--- src/rtl/leela_sprite_pkg.sv ---
`default_nettype none
// ----------------------------------------------------------------------------
// leela_sprite_pkg : sprite geometry constants and fetch FSM state type
// Rev 1.0
// ----------------------------------------------------------------------------
package leela_sprite_pkg;

  localparam int SPR_W     = 32;
  localparam int SPR_H     = 32;
  localparam int SPR_ADR_W = 6;
  localparam int SPR_IDX_W = $clog2(SPR_W);

  typedef enum logic [1:0] {
    IDLE   = 2'd0,
    ADDR   = 2'd1,
    WAIT   = 2'd2,
    ACTIVE = 2'd3
  } spr_state_e;

endpackage
`default_nettype wire

--- src/rtl/leela_sprite_window.sv ---
`default_nettype none
// ----------------------------------------------------------------------------
// leela_sprite_window : combinational 32-wide range check of coord vs origin
// Rev 1.0
// ----------------------------------------------------------------------------
module leela_sprite_window
  import leela_sprite_pkg::*;
#(
  parameter int CNT_W = 10
) (
  input  logic [CNT_W-1:0]     i_coord,
  input  logic [CNT_W-1:0]     i_origin,
  output logic                 o_inside,
  output logic [SPR_IDX_W-1:0] o_offset
);

  // One extra bit so a coord left of / above the origin shows up as a borrow.
  logic [CNT_W:0] w_diff;

  assign w_diff   = {1'b0, i_coord} - {1'b0, i_origin};
  assign o_inside = ~w_diff[CNT_W] && (w_diff[CNT_W-1:0] < CNT_W'(SPR_W));
  assign o_offset = w_diff[SPR_IDX_W-1:0];

endmodule
`default_nettype wire

--- src/rtl/leela_sprite_overlay.sv ---
`default_nettype none
// ----------------------------------------------------------------------------
// leela_sprite_overlay : fetches one 1-bpp sprite row per line and overlays it
// on the pixel stream. Define LEELA_SPRITE_XOR_EN for inverted-pixel sprites.
// Rev 1.0
// ----------------------------------------------------------------------------
module leela_sprite_overlay
  import leela_sprite_pkg::*;
#(
  parameter int PIX_W = 16,
  parameter int CNT_W = 10
) (
  input  logic                 clk,
  input  logic                 rst,
  input  logic                 line_start_i,
  input  logic [CNT_W-1:0]     line_y_i,
  input  logic                 pix_valid_i,
  input  logic [PIX_W-1:0]     pix_dat_i,
  input  logic                 spr_en_i,
  input  logic                 spr_sel_i,
  input  logic [CNT_W-1:0]     spr_x_i,
  input  logic [CNT_W-1:0]     spr_y_i,
  input  logic [PIX_W-1:0]     spr_color_i,
  output logic [SPR_ADR_W-1:0] rom_adr_o,
  input  logic [SPR_W-1:0]     rom_dat_i,
  output logic                 pix_valid_o,
  output logic [PIX_W-1:0]     pix_dat_o
);

  localparam logic [CNT_W-1:0] C_XCNT_MAX = '1;

  spr_state_e           r_state;
  spr_state_e           w_state_nxt;
  logic                 w_load_row;

  logic                 w_y_inside;
  logic                 w_y_hit;
  logic [SPR_IDX_W-1:0] w_y_off;
  logic                 w_x_inside;
  logic [SPR_IDX_W-1:0] w_x_off;
  logic [SPR_IDX_W-1:0] w_bit_idx;
  logic                 w_bit;
  logic                 w_overlay;
  logic [PIX_W-1:0]     w_spr_pix;

  logic                 r_hit;
  logic [SPR_W-1:0]     r_row;
  logic [CNT_W-1:0]     r_xcnt;
  logic [CNT_W-1:0]     r_spr_x;
  logic [SPR_ADR_W-1:0] r_rom_adr;
  logic                 r_pix_valid;
  logic [PIX_W-1:0]     r_pix_dat;

  leela_sprite_window #(.CNT_W(CNT_W)) u_win_y (
    .i_coord  (line_y_i),
    .i_origin (spr_y_i),
    .o_inside (w_y_inside),
    .o_offset (w_y_off)
  );

  leela_sprite_window #(.CNT_W(CNT_W)) u_win_x (
    .i_coord  (r_xcnt),
    .i_origin (r_spr_x),
    .o_inside (w_x_inside),
    .o_offset (w_x_off)
  );

  assign w_y_hit   = w_y_inside & spr_en_i;
  // MSB of the ROM row is the leftmost sprite pixel.
  assign w_bit_idx = SPR_IDX_W'(SPR_W - 1) - w_x_off;
  assign w_bit     = r_row[w_bit_idx];
  // A pixel sharing its cycle with line_start belongs to the old line: never overlay it.
  assign w_overlay = w_x_inside & w_bit & ~line_start_i;

`ifdef LEELA_SPRITE_XOR_EN
  logic [PIX_W-1:0] w_unused_color;
  assign w_unused_color = spr_color_i;
  assign w_spr_pix      = pix_dat_i ^ {PIX_W{1'b1}};
`else
  logic [PIX_W-1:0] r_color;
  always_ff @(posedge clk) begin
    if (rst) begin
      r_color <= '0;
    end else if (line_start_i) begin
      r_color <= spr_color_i;
    end
  end
  assign w_spr_pix = r_color;
`endif

  always_ff @(posedge clk) begin
    if (rst) begin
      r_state <= IDLE;
    end else begin
      r_state <= w_state_nxt;
    end
  end

  always_comb begin
    w_state_nxt = r_state;
    w_load_row  = 1'b0;
    case (r_state)
      IDLE:    if (line_start_i) w_state_nxt = ADDR;
      ADDR:    w_state_nxt = line_start_i ? ADDR : WAIT;
      WAIT: begin
        w_state_nxt = line_start_i ? ADDR : ACTIVE;
        w_load_row  = ~line_start_i;
      end
      ACTIVE:  if (line_start_i) w_state_nxt = ADDR;
      default: w_state_nxt = IDLE;
    endcase
  end

  // Row fetch: address on line_start, data captured once the ROM output is valid.
  always_ff @(posedge clk) begin
    if (rst) begin
      r_rom_adr <= '0;
      r_hit     <= 1'b0;
      r_row     <= '0;
      r_spr_x   <= '0;
    end else if (line_start_i) begin
      r_rom_adr <= w_y_hit ? {spr_sel_i, w_y_off} : '0;
      r_hit     <= w_y_hit;
      r_row     <= '0;
      r_spr_x   <= spr_x_i;
    end else if (w_load_row) begin
      r_row     <= r_hit ? rom_dat_i : '0;
    end
  end

  always_ff @(posedge clk) begin
    if (rst) begin
      r_xcnt <= '0;
    end else if (line_start_i) begin
      r_xcnt <= '0;
    end else if (pix_valid_i && (r_xcnt != C_XCNT_MAX)) begin
      r_xcnt <= r_xcnt + 1'b1;
    end
  end

  always_ff @(posedge clk) begin
    if (rst) begin
      r_pix_valid <= 1'b0;
      r_pix_dat   <= '0;
    end else begin
      r_pix_valid <= pix_valid_i;
      if (pix_valid_i) begin
        r_pix_dat <= w_overlay ? w_spr_pix : pix_dat_i;
      end
    end
  end

  assign rom_adr_o   = r_rom_adr;
  assign pix_valid_o = r_pix_valid;
  assign pix_dat_o   = r_pix_dat;

endmodule
`default_nettype wire
--- config.mk ---
export PLATFORM = sky130hd
export DESIGN_NAME = leela_sprite_overlay
export DESIGN_NICKNAME = d
export VERILOG_FILES = /design/src/rtl/leela_sprite_pkg.sv /design/src/rtl/leela_sprite_window.sv /design/src/rtl/leela_sprite_overlay.sv
export SDC_FILE = /design/constraint.sdc
export NUM_CORES = 1
export LEC_CHECK = 0
export BUFFER_PORTS_ARGS = -buffer_cell sky130_fd_sc_hd__buf_2
export CAP_MARGIN = 15
export CORE_MARGIN = 2
export CORE_UTILIZATION = 57
export CTS_BUF_LIST = sky130_fd_sc_hd__clkbuf_8 sky130_fd_sc_hd__clkbuf_16
export CTS_CLUSTER_DIAMETER = 40
export CTS_CLUSTER_SIZE = 30
export DETAILED_ROUTE_END_ITERATION = 6
export PLACE_DENSITY_LB_ADDON = 0.05
export SETUP_SLACK_MARGIN = 0.02
export SLEW_MARGIN = 20
export SYNTH_ARGS = -nofsm -noshare
export SYNTH_HDL_FRONTEND = slang
export SYNTH_SLANG_ARGS = --single-unit
--- constraint.sdc ---
create_clock -name clk -period 5.54 [get_ports clk]
set_input_delay 0.831 -clock clk [delete_from_list [all_inputs] [get_ports clk]]
set_output_delay 0.831 -clock clk [all_outputs]
set_load 0.005 [all_outputs]
==> results of run 1 <==
[where the power goes]
group	leakage (nW)	switching (mW)	internal (mW)
logic	1.53	0.113	0.105
clock network	0.0960	0.255	0.183
registers	0.767	0.0118	0.697
[per-layer routing]
layer	share of wire	vias to the layer above	track usage
met3	0.064	10	0.0638
li1	-	1991	-
met1	0.43	1829	0.268
met5	0	-	0
met4	0.012	0	0.0700
met2	0.50	94	0.424
[flip-flops by register name, summed over array words and instances, names as in the netlist]
register     flops
pix_valid_o      1
pix_dat_o       16
r_row           32
r_state          2
r_spr_x         10
r_hit            1
r_color         16
rom_adr_o        6
r_xcnt          10
[cells in the final DEF (no fill, tap or decap), types with 16 or more instances in the layout]
master	n
mux2i_1	47
nand2_1	18
o21ai_0	16
dfxtp_1	94
buf_2	122
a22oi_1	32
inv_1	36
a211oi_1	20
nor2_1	93
ha_1	23
[path summary, 6_finish.rpt]
| check | depth (start not counted) | start | end | slack (ps) |
|---|---|---|---|---|
| setup / recovery | 12 | r_xcnt[0]$_SDFFE_PP0P_ | pix_dat_o[10]$_SDFFE_PP0P_ | 2040 |
| hold / removal | 2 | rom_adr_o[3]$_SDFFE_PP0P_ | rom_adr_o[3]$_SDFFE_PP0P_ | 460 |
| setup reg to reg | 12 | r_xcnt[0]$_SDFFE_PP0P_ | pix_dat_o[10]$_SDFFE_PP0P_ | 2040 |
| hold reg to reg | 2 | rom_adr_o[3]$_SDFFE_PP0P_ | rom_adr_o[3]$_SDFFE_PP0P_ | 460 |
[Yosys cell counts (3+ instances only)]
library cell,instances
a22oi_1,32
nor2_1,93
a21oi_1,11
dfxtp_1,94
nand3_1,6
ha_1,23
buf_1,4
o21ai_0,16
mux2i_1,47
clkbuf_1,21
mux4_2,8
inv_1,36
o21a_1,3
xnor2_1,13
a211oi_1,20
or3_1,5
nor3_1,7
nand2_1,18
o31ai_1,4
a21o_1,3
[stage by stage]
| step | utilization | cells | cell area (sq um) | setup WS [ps] |
|---|---|---|---|---|
| after floorplan | - | 506 | 4660 | 2540 |
| after global placement | 0.673 | 703 | 5290 | 2090 |
| after detailed placement | 0.673 | 703 | 5290 | 1970 |
| after CTS | 0.698 | 719 | 5480 | 2030 |
| after global routing | 0.698 | 719 | 5480 | 1700 |
| final | 0.698 | 719 | 5480 | 2040 |
[area by class of cell]
type | count | area [sq um]
Inverter | 36 | 135
Sequential cell | 94 | 1880
Tap cell | 102 | 128
Clock inverter | 6 | 55.1
Clock buffer | 10 | 138
Timing Repair Buffer | 123 | 618
Fill cell | 673 | 2370
Multi-Input combinational cell | 348 | 2520
[cells by family (layout without fill, tap and decap cells)]
| group | count (synthesis) | count (layout) | share of synthesized area |
|---|---|---|---|
| xor+xnor | 15 | 15 | 0.0282 |
| buf+inv | 64 | 175 | 0.0569 |
| simple gates | 144 | 144 | 0.133 |
| compound gates | 108 | 108 | 0.166 |
| mux | 56 | 56 | 0.142 |
| fa+ha+maj | 25 | 25 | 0.0703 |
| flops | 94 | 94 | 0.403 |
[worst min-delay path, stage by stage, from the launching register on]
cell,delay [ps]
dfxtp_1,340
nand2_1,40
o21ai_0,50
==> impl_metrics.csv, run 1 <==
group,metric,value,unit
setup_path,end_kind,"flop",
routing,drt_iter0_drc,122,
setup_path,crit_type,"flop to flop",
setup_path,path_buf_inv,2,
synth,ys_ff_latch,94,
routing,dr.pass1.iters,4,
floorplanning,rows,32,
power_and_ir_drop,ir_worst_vdd,0.163,mV
sta,rsz0062_at_grt,"false",
synth,synth_fp_nets,631,
finish,diodes,0,
synth,synth_flop_cell,"dfxtp_1",
clock_tree,ctsHoldBuffers,0,
setup_path,critPathSlowestCell,"o211a_1",
sta,fin_crit_sh,0.631,
synth,syn-instance-count,506,
global_route,grt_pass1_wl,16700,um
sta,slew_viol_final,0,
clock_tree,cts_buffers,9,
global_route,grt_max_degree,49,
routing,routed_wl,10100,um
synth,async_flop_share,0,
finish,area_delta_synth_final,17.5,%
synth,synth_top_area_cell,"dfxtp_1",
floorplanning,die_width,94.5,um
min_path,min_path_type,"flop to flop",
clock_tree,clk_path_buf_depth,2,
setup_path,cp_common_cell,"inv_1",
sta,worst_pin_slew,948,ps
clock_tree,clk_latency,360,ps
synth,syn_area,0.00466,sq mm
sta,max_freq,0.286,GHz
setup_path,crit_path_max_fanout,16,
clock_tree,clk_pin_slew,100,ps
floorplanning,fp.dieArea,0.00892,sq mm
outcome,status,"completed",
global_route,grt.total_usage,0.234,
sta,timing.hold.ws,462,ps
synth,yosysWarnings,0,
placement,dp_hpwl,7380,um
clock_tree,cts_sinks,94,
floorplanning,initial_core_util,0.594,
synth,yosysUniqueCellTypes,54,
clock_tree,tritoncts,"done",
clock_tree,cts-resized-gates,0,
clock_tree,post-cts-setup-buffers,0,
floorplanning,fp.dieH,94.5,um
placement,gp_congestion,0.876,
power_and_ir_drop,power_leakage,2.39,nW
finish,drive_gt1_frac,0.259,
routing,vias_per_cell,5.46,
synth,ys_seq_area_frac,0.403,
synth,synth_edf_count,0,
routing,drc,0,
global_route,overflow,0,
clock_tree,htreeDepth,3,
setup_path,crit_chain,"inv_1, ha_1, inv_1, fa_1, a21o_2, a221oi_2, a21oi_1, xnor2_1, a2111oi_2, o211a_1, mux2i_1, a211oi_1",
setup_path,crit_family,"compound AO/OA/AOI/OAI gates",
sta,fin_skew,13.6,ps
sta,slew_headroom,0.368,
sta,fin_tns_setup,0,ps
setup_path,crit_arrival,3760,ps
routing,ant_nets,0,
clock_tree,clockRootBuffer,"clkbuf_8",
sta,report.final.hold_viol_count,0,
flow_run,drv_cap,0,
setup_path,crit_path_max_incr_delay,780,ps
floorplanning,core,0.00785,sq mm
routing,vias,3924,
routing,wire_per_inst,14.0,um
finish,final_nets,737,
global_route,grt_pass1_vias,3846,
placement,portBuffers,122,
synth,synth_top_area_frac,0.403,
setup_path,required,5810,ps
floorplanning,ioPinCount,123,
setup_path,start_kind,"flop",
sta,fin_crit,3500,ps
sta,setup_viol,0,
global_route,antenna_found_initial,0,
power_and_ir_drop,p_per_area,249,mW/mm^2
synth,syn_avg_cell_area,9.22,sq um
synth,netlist_top_cells_area,"dfxtp_1 40%, mux2i_1 10%, nor2_1 7.5%",
power_and_ir_drop,power,1.36,mW
(Power assumes the default switching activity.)
==> run 2: changes to the inputs <==
--- a/config.mk
+++ b/config.mk
@@ -8,7 +8,7 @@
 export BUFFER_PORTS_ARGS = -buffer_cell sky130_fd_sc_hd__buf_2
 export CAP_MARGIN = 15
 export CORE_MARGIN = 2
-export CORE_UTILIZATION = 57
+export CORE_UTILIZATION = 53
 export CTS_BUF_LIST = sky130_fd_sc_hd__clkbuf_8 sky130_fd_sc_hd__clkbuf_16
 export CTS_CLUSTER_DIAMETER = 40
 export CTS_CLUSTER_SIZE = 30
==> constraint.sdc (replaced) <==
create_clock -name clk -period 3.6 [get_ports clk]
set_input_delay 0.54 -clock clk [delete_from_list [all_inputs] [get_ports clk]]
set_output_delay 0.54 -clock clk [all_outputs]
set_load 0.005 [all_outputs]
==> run 2 against run 1 <==
  * Worst hold slack got worse by 53 ps
  * Fmax increased by 9.6%
  * Global-route usage decreased by 1.5 points
  * Clock power increased by 53%
  * Final cell count increased by 1.4%
  * Combinational power increased by 55%
  * Count of clock-buffer cells in the layout decreased by 1
  * Setup slack got worse by 1600 ps
==> impl_metrics.csv, run 2 (synthesis gave the netlist of run 1 again) <==
group,metric,value,unit
finish,seq_area,0.00188,sq mm
global_route,grt.total_usage,0.219,
setup_path,crit_arrival,3460,ps
routing,vias,3958,
finish,final_nets,741,
clock_tree,post-cts-setup-buffers,0,
clock_tree,htreeDepth,3,
floorplanning,initial_core_util,0.540,
sta,slew_viol_final,0,
finish,n_fill_cell,772,
finish,top_register,"r_row",
floorplanning,ioPinCount,123,
clock_tree,clk_path_buf_depth,2,
setup_path,reg2reg_to,"pix_dat_o[6]$_SDFFE_PP0P_",
min_path,hp-start,"spr_x_i[0]",
global_route,grt_pass1_vias,3839,
setup_path,end_kind,"flop",
finish,diodes,0,
finish,drive_gt1_frac,0.262,
floorplanning,die_width,97.8,um
floorplanning,rows,34,
setup_path,required,3870,ps
clock_tree,clockRootBuffer,"clkbuf_8",
finish,final_common_cell,"buf_2",
min_path,hold_end,"r_spr_x[0]$_SDFFE_PP0P_",
clock_tree,clk_pin_slew,100,ps
routing,drt_iter0_drc,98,
flow_run,drv_cap,0,
finish,largest_register_ffs,32,
clock_tree,cts-resized-gates,0,
routing,drc,0,
setup_path,start_kind,"flop",
min_path,min_path_type,"input pin to flop",
sta,setup_viol,0,
placement,gp_congestion,0.828,
finish,finalInstanceArea,0.00551,sq mm
global_route,antenna_found_initial,0,
finish,area_delta_synth_final,18.2,%
power_and_ir_drop,ir_worst_vdd,0.268,mV
setup_path,crit_type,"flop to flop",
routing,dr.pass1.iters,4,
setup_path,rr_worst_depth,12,
routing,routed_wl,10300,um
clock_tree,clk_latency,360,ps
global_route,grt_max_degree,49,
floorplanning,fp.dieArea,0.00957,sq mm
power_and_ir_drop,power,2.10,mW
min_path,whs_path_depth,3,
sta,fin_crit_sh,0.886,
sta,timing.hold.ws,409,ps
sta,max_freq,0.313,GHz
routing,ant_nets,0,
setup_path,r2r_slack,410,ps
power_and_ir_drop,p_per_area,381,mW/mm^2
placement,dp_hpwl,7300,um
clock_tree,cts_buffers,9,
routing,vias_per_cell,5.43,
floorplanning,core,0.00864,sq mm
setup_path,crit_path_max_fanout,16,
sta,rsz0062_at_grt,"false",
sta,report.final.hold_viol_count,0,
sta,fin_skew,13.1,ps
clock_tree,ctsHoldBuffers,0,
sta,worst_pin_slew,880,ps
global_route,overflow,0,
sta,fin_crit,3190,ps
power_and_ir_drop,power_leakage,2.41,nW
placement,pre_cts_ws,405,ps
finish,multiInputGateArea,0.00252,sq mm
sta,setup_ws,410,ps
setup_path,r2r-start,"r_xcnt[0]$_SDFFE_PP0P_",
routing,wire_per_inst,14.1,um
clock_tree,cts_sinks,94,
placement,portBuffers,122,
floorplanning,fp.dieH,97.8,um
global_route,grt_pass1_wl,17500,um
clock_tree,tritoncts,"done",
placement,dpl_cell_area,0.00532,sq mm
sta,slew_headroom,0.413,
finish,final_cell_mix,"122 x buf_2, 94 x dfxtp_1, 93 x nor2_1, 47 x mux2i_1, 36 x inv_1",
sta,fin_tns_setup,0,ps
outcome,status,"completed",
[run 2: per-layer routing]
layer	up-vias	global-route usage	part of all wire
li1	2002	-	-
met1	1843	0.284	0.45
met2	102	0.368	0.48
met3	11	0.0558	0.059
met4	0	0.0577	0.0091
met5	-	0	0
[run 2: critical path, stage by stage (launching register included)]
cell and delay (ps):
dfxtp_1 360, inv_1 70, ha_1 160, inv_1 60
fa_1 730, mux4_2 360, and3_2 220, a211oi_1 230
a21oi_1 70, o211a_1 230, buf_4 220, mux2i_1 150
a211oi_1 250
[run 2: worst max path at each step]
stage                                        from                         end  cells after the start
after floorplan            r_xcnt[0]$_SDFFE_PP0P_  pix_dat_o[10]$_SDFFE_PP0P_                     14
after global placement    r_spr_x[0]$_SDFFE_PP0P_  pix_dat_o[14]$_SDFFE_PP0P_                     12
after detailed placement   r_xcnt[0]$_SDFFE_PP0P_  pix_dat_o[13]$_SDFFE_PP0P_                     13
after CTS                 r_spr_x[0]$_SDFFE_PP0P_  pix_dat_o[11]$_SDFFE_PP0P_                     11
after global routing       r_xcnt[0]$_SDFFE_PP0P_   pix_dat_o[6]$_SDFFE_PP0P_                     12
final                      r_xcnt[0]$_SDFFE_PP0P_   pix_dat_o[6]$_SDFFE_PP0P_                     12
[run 2: cell type report]
class,count,area share
Clock buffer,9,0.0225
Clock inverter,7,0.0120
Inverter,36,0.0245
Multi-Input combinational cell,348,0.458
Sequential cell,94,0.341
Tap cell,108,0.0245
Timing Repair Buffer,127,0.118
[run 2: power breakdown]
group,leakage (nW),internal [mW],total [mW],switching [mW]
Sequential,0.767,1.07,1.09,0.0182
Combinational,1.54,0.163,0.337,0.175
Clock,0.0949,0.267,0.671,0.405
[run 2: metrics by stage]
stage               cells  utilization
detailed placement    713        0.616
global route          729        0.638
global placement      713        0.616
finish                729        0.638
floorplan             506            -
CTS                   729        0.638
==> run 3: changes to the inputs <==
--- a/config.mk
+++ b/config.mk
@@ -8,7 +8,7 @@
 export BUFFER_PORTS_ARGS = -buffer_cell sky130_fd_sc_hd__buf_2
 export CAP_MARGIN = 15
 export CORE_MARGIN = 2
-export CORE_UTILIZATION = 53
+export CORE_UTILIZATION = 54
 export CTS_BUF_LIST = sky130_fd_sc_hd__clkbuf_8 sky130_fd_sc_hd__clkbuf_16
 export CTS_CLUSTER_DIAMETER = 40
 export CTS_CLUSTER_SIZE = 30
@@ -18,4 +18,5 @@
 export SLEW_MARGIN = 20
 export SYNTH_ARGS = -nofsm -noshare
 export SYNTH_HDL_FRONTEND = slang
+export SYNTH_HIERARCHICAL = 1
 export SYNTH_SLANG_ARGS = --single-unit
==> constraint.sdc (replaced) <==
create_clock -name clk -period 3 [get_ports clk]
set_input_delay 0.45 -clock clk [delete_from_list [all_inputs] [get_ports clk]]
set_output_delay 0.45 -clock clk [all_outputs]
set_load 0.005 [all_outputs]
==> run 3 against run 2 <==
  * The flow now finishes with violations (setup timing)
  * First-iteration DRC count increased by 58%
  * Synthesized cell count increased by 9.1%
  * Critical path depth down 2
  * Sequential share of layout area shrank 3.9 points
  * Largest cell class unchanged
  * Setup slack got worse by 430 ps
  * Global-route usage up 2.3 points
  * Routed wire length rose by 18%
  * Register-to-register slack worse by 430 ps
  * Clock power up 21%
  * Combinational power increased by 85%
==> impl_metrics.csv, run 3 <==
group,metric,value,unit
outcome,status,"finished with violations",
outcome,violations,"setup timing",
setup_path,crit_type,"flop to flop",
finish,drive_gt1_frac,0.324,
finish,top_register,"r_row",
power_and_ir_drop,power,2.74,mW
clock_tree,clk_path_buf_depth,2,
placement,portBuffers,122,
synth,yosysWarnings,6,
setup_path,required,3290,ps
floorplanning,ioPinCount,123,
global_route,grt.total_usage,0.242,
finish,largest_register_ffs,32,
sta,setup_viol,4,
floorplanning,fp.dieArea,0.0101,sq mm
finish,seq_area,0.00188,sq mm
clock_tree,clk_latency,370,ps
synth,async_flop_share,0,
routing,vias,4495,
sta,rsz0062_at_grt,"true",
floorplanning,rows,35,
global_route,grt_pass1_wl,19800,um
finish,final_core_util,0.681,
finish,multiInputGateArea,0.00300,sq mm
setup_path,start_kind,"flop",
routing,drt_iter0_drc,155,
floorplanning,fp.dieH,101,um
sta,report.final.hold_viol_count,0,
finish,final_nets,800,
synth,synth_top_area_frac,0.373,
synth,ys_ff_latch,94,
sta,worst_pin_slew,822,ps
setup_path,crit_arrival,3310,ps
flow_run,drv_cap,0,
synth,synth_flop_cell,"dfxtp_1",
synth,syn_area,0.00504,sq mm
placement,gp_congestion,0.905,
routing,drc,0,
placement,dp_hpwl,8580,um
finish,n_fill_cell,758,
global_route,overflow,0,
sta,fin_crit_sh,1.01,
routing,ant_nets,0,
synth,synth_commonest_cells,"103 x nor2_1, 94 x dfxtp_1, 37 x inv_1, 32 x a22oi_1, 32 x mux2i_1",
synth,netlist_top_cells_area,"dfxtp_1 37%, nor2_1 7.7%, mux2i_1 6.4%",
clock_tree,cts_sinks,94,
synth,syn-instance-count,552,
finish,final_common_cell,"buf_2",
routing,vias_per_cell,5.68,
sta,timing.hold.ws,304,ps
global_route,grt_pass1_vias,4208,
synth,synth_edf_count,0,
sta,fin_crit,3020,ps
sta,slew_headroom,0.452,
global_route,grt_max_degree,48,
floorplanning,die_width,101,um
synth,syn_avg_cell_area,9.13,sq um
power_and_ir_drop,p_per_area,440,mW/mm^2
finish,area_delta_synth_final,23.7,%
sta,fin_skew,12.1,ps
setup_path,end_kind,"flop",
clock_tree,tritoncts,"done",
synth,yosysUniqueCellTypes,54,
sta,setup_ws,-19.5,ps
synth,ys_seq_area_frac,0.373,
placement,pre_cts_ws,-234,ps
clock_tree,htreeDepth,3,
finish,final_cell_mix,"122 x buf_2, 102 x nor2_1, 92 x dfxtp_1, 35 x inv_1",
synth,synth_fp_nets,677,
routing,dr.pass1.iters,5,
clock_tree,clockRootBuffer,"clkbuf_8",
routing,routed_wl,12100,um
sta,max_freq,0.331,GHz
power_and_ir_drop,ir_worst_vdd,0.215,mV
sta,slew_viol_final,0,
clock_tree,cts_buffers,9,
clock_tree,clk_pin_slew,100,ps
placement,dpl_cell_area,0.00582,sq mm
floorplanning,core,0.00915,sq mm
min_path,min_path_type,"input pin to flop",
setup_path,crit_path_max_fanout,8,
routing,wire_per_inst,15.3,um
synth,synth_most_common_cell,"nor2_1",
global_route,antenna_found_initial,1,
power_and_ir_drop,power_leakage,2.64,nW
finish,finalInstanceArea,0.00623,sq mm
floorplanning,initial_core_util,0.551,
synth,synth_top_area_cell,"dfxtp_1",
run 3: timing repair:
item                                    4_1_cts  5_1_grt
hold buffers                                  0        0
setup buffers                                 3        2
endpoints found under the setup margin       16       16
cloned                                        1        0
gates resized for setup                      23       10
pin swaps                                     9        8
hold endpoints to repair                      0        0
run 3: final timing paths:
path                        startpoint                         to  slack (ps)  cells after the start
max             r_xcnt[0]$_SDFFE_PP0P_  pix_dat_o[9]$_SDFFE_PP0P_         -20                     10
min                          spr_sel_i  rom_adr_o[5]$_SDFFE_PP0P_         300                      2
max reg2reg     r_xcnt[0]$_SDFFE_PP0P_  pix_dat_o[9]$_SDFFE_PP0P_         -20                     10
min reg2reg  rom_adr_o[3]$_SDFFE_PP0P_  rom_adr_o[3]$_SDFFE_PP0P_         490                      1
run 3: layer usage:
layer	GRT usage	up-vias	part of all wire
met4	0.0664	0	0.011
met2	0.413	127	0.49
li1	-	2246	-
met1	0.314	2110	0.45
met5	0	-	0
met3	0.0444	12	0.048
run 3: critical path, stage by stage, from the launching register on:
cell       delay [ps]
dfxtp_2           350
inv_2              40
ha_4              150
fa_2              560
clkinv_4           90
mux4_2            430
mux4_2            530
o2bb2ai_4         240
buf_12            170
o31ai_1            90
a311oi_2          270
run 3: cell type report:
type                       count  area share
multi-input combinational    382       0.482
sequential                    94       0.302
timing repair buffer         150       0.139
inverter                      38      0.0237
tap                          111      0.0223
clock buffer                   9      0.0199
clock inverter                 7      0.0100
antenna                        1    0.000402
run 3: cells by family after synthesis:
group | after synthesis | synth area share
buffers and inverters | 76 | 0.0608
flip-flops | 94 | 0.373
adder cells (fa/ha/maj) | 25 | 0.0651
AO/OA/AOI/OAI | 117 | 0.205
multiplexers | 40 | 0.0991
AND/OR/NAND/NOR | 181 | 0.163
XOR/XNOR | 19 | 0.0330
run 3: stage by stage:
step / std cells / TNS [ps]
after global placement: 769 / -1070
after CTS: 789 / -491
after floorplan: 552 / 0
final: 792 / -39.6
after global routing: 791 / -1490
after detailed placement: 769 / -2660
run 3: power by group:
group          internal [mW]  total, mW  switching [mW]
logic                  0.282      0.623           0.341
clock network          0.321      0.810           0.490
registers               1.29       1.31          0.0231
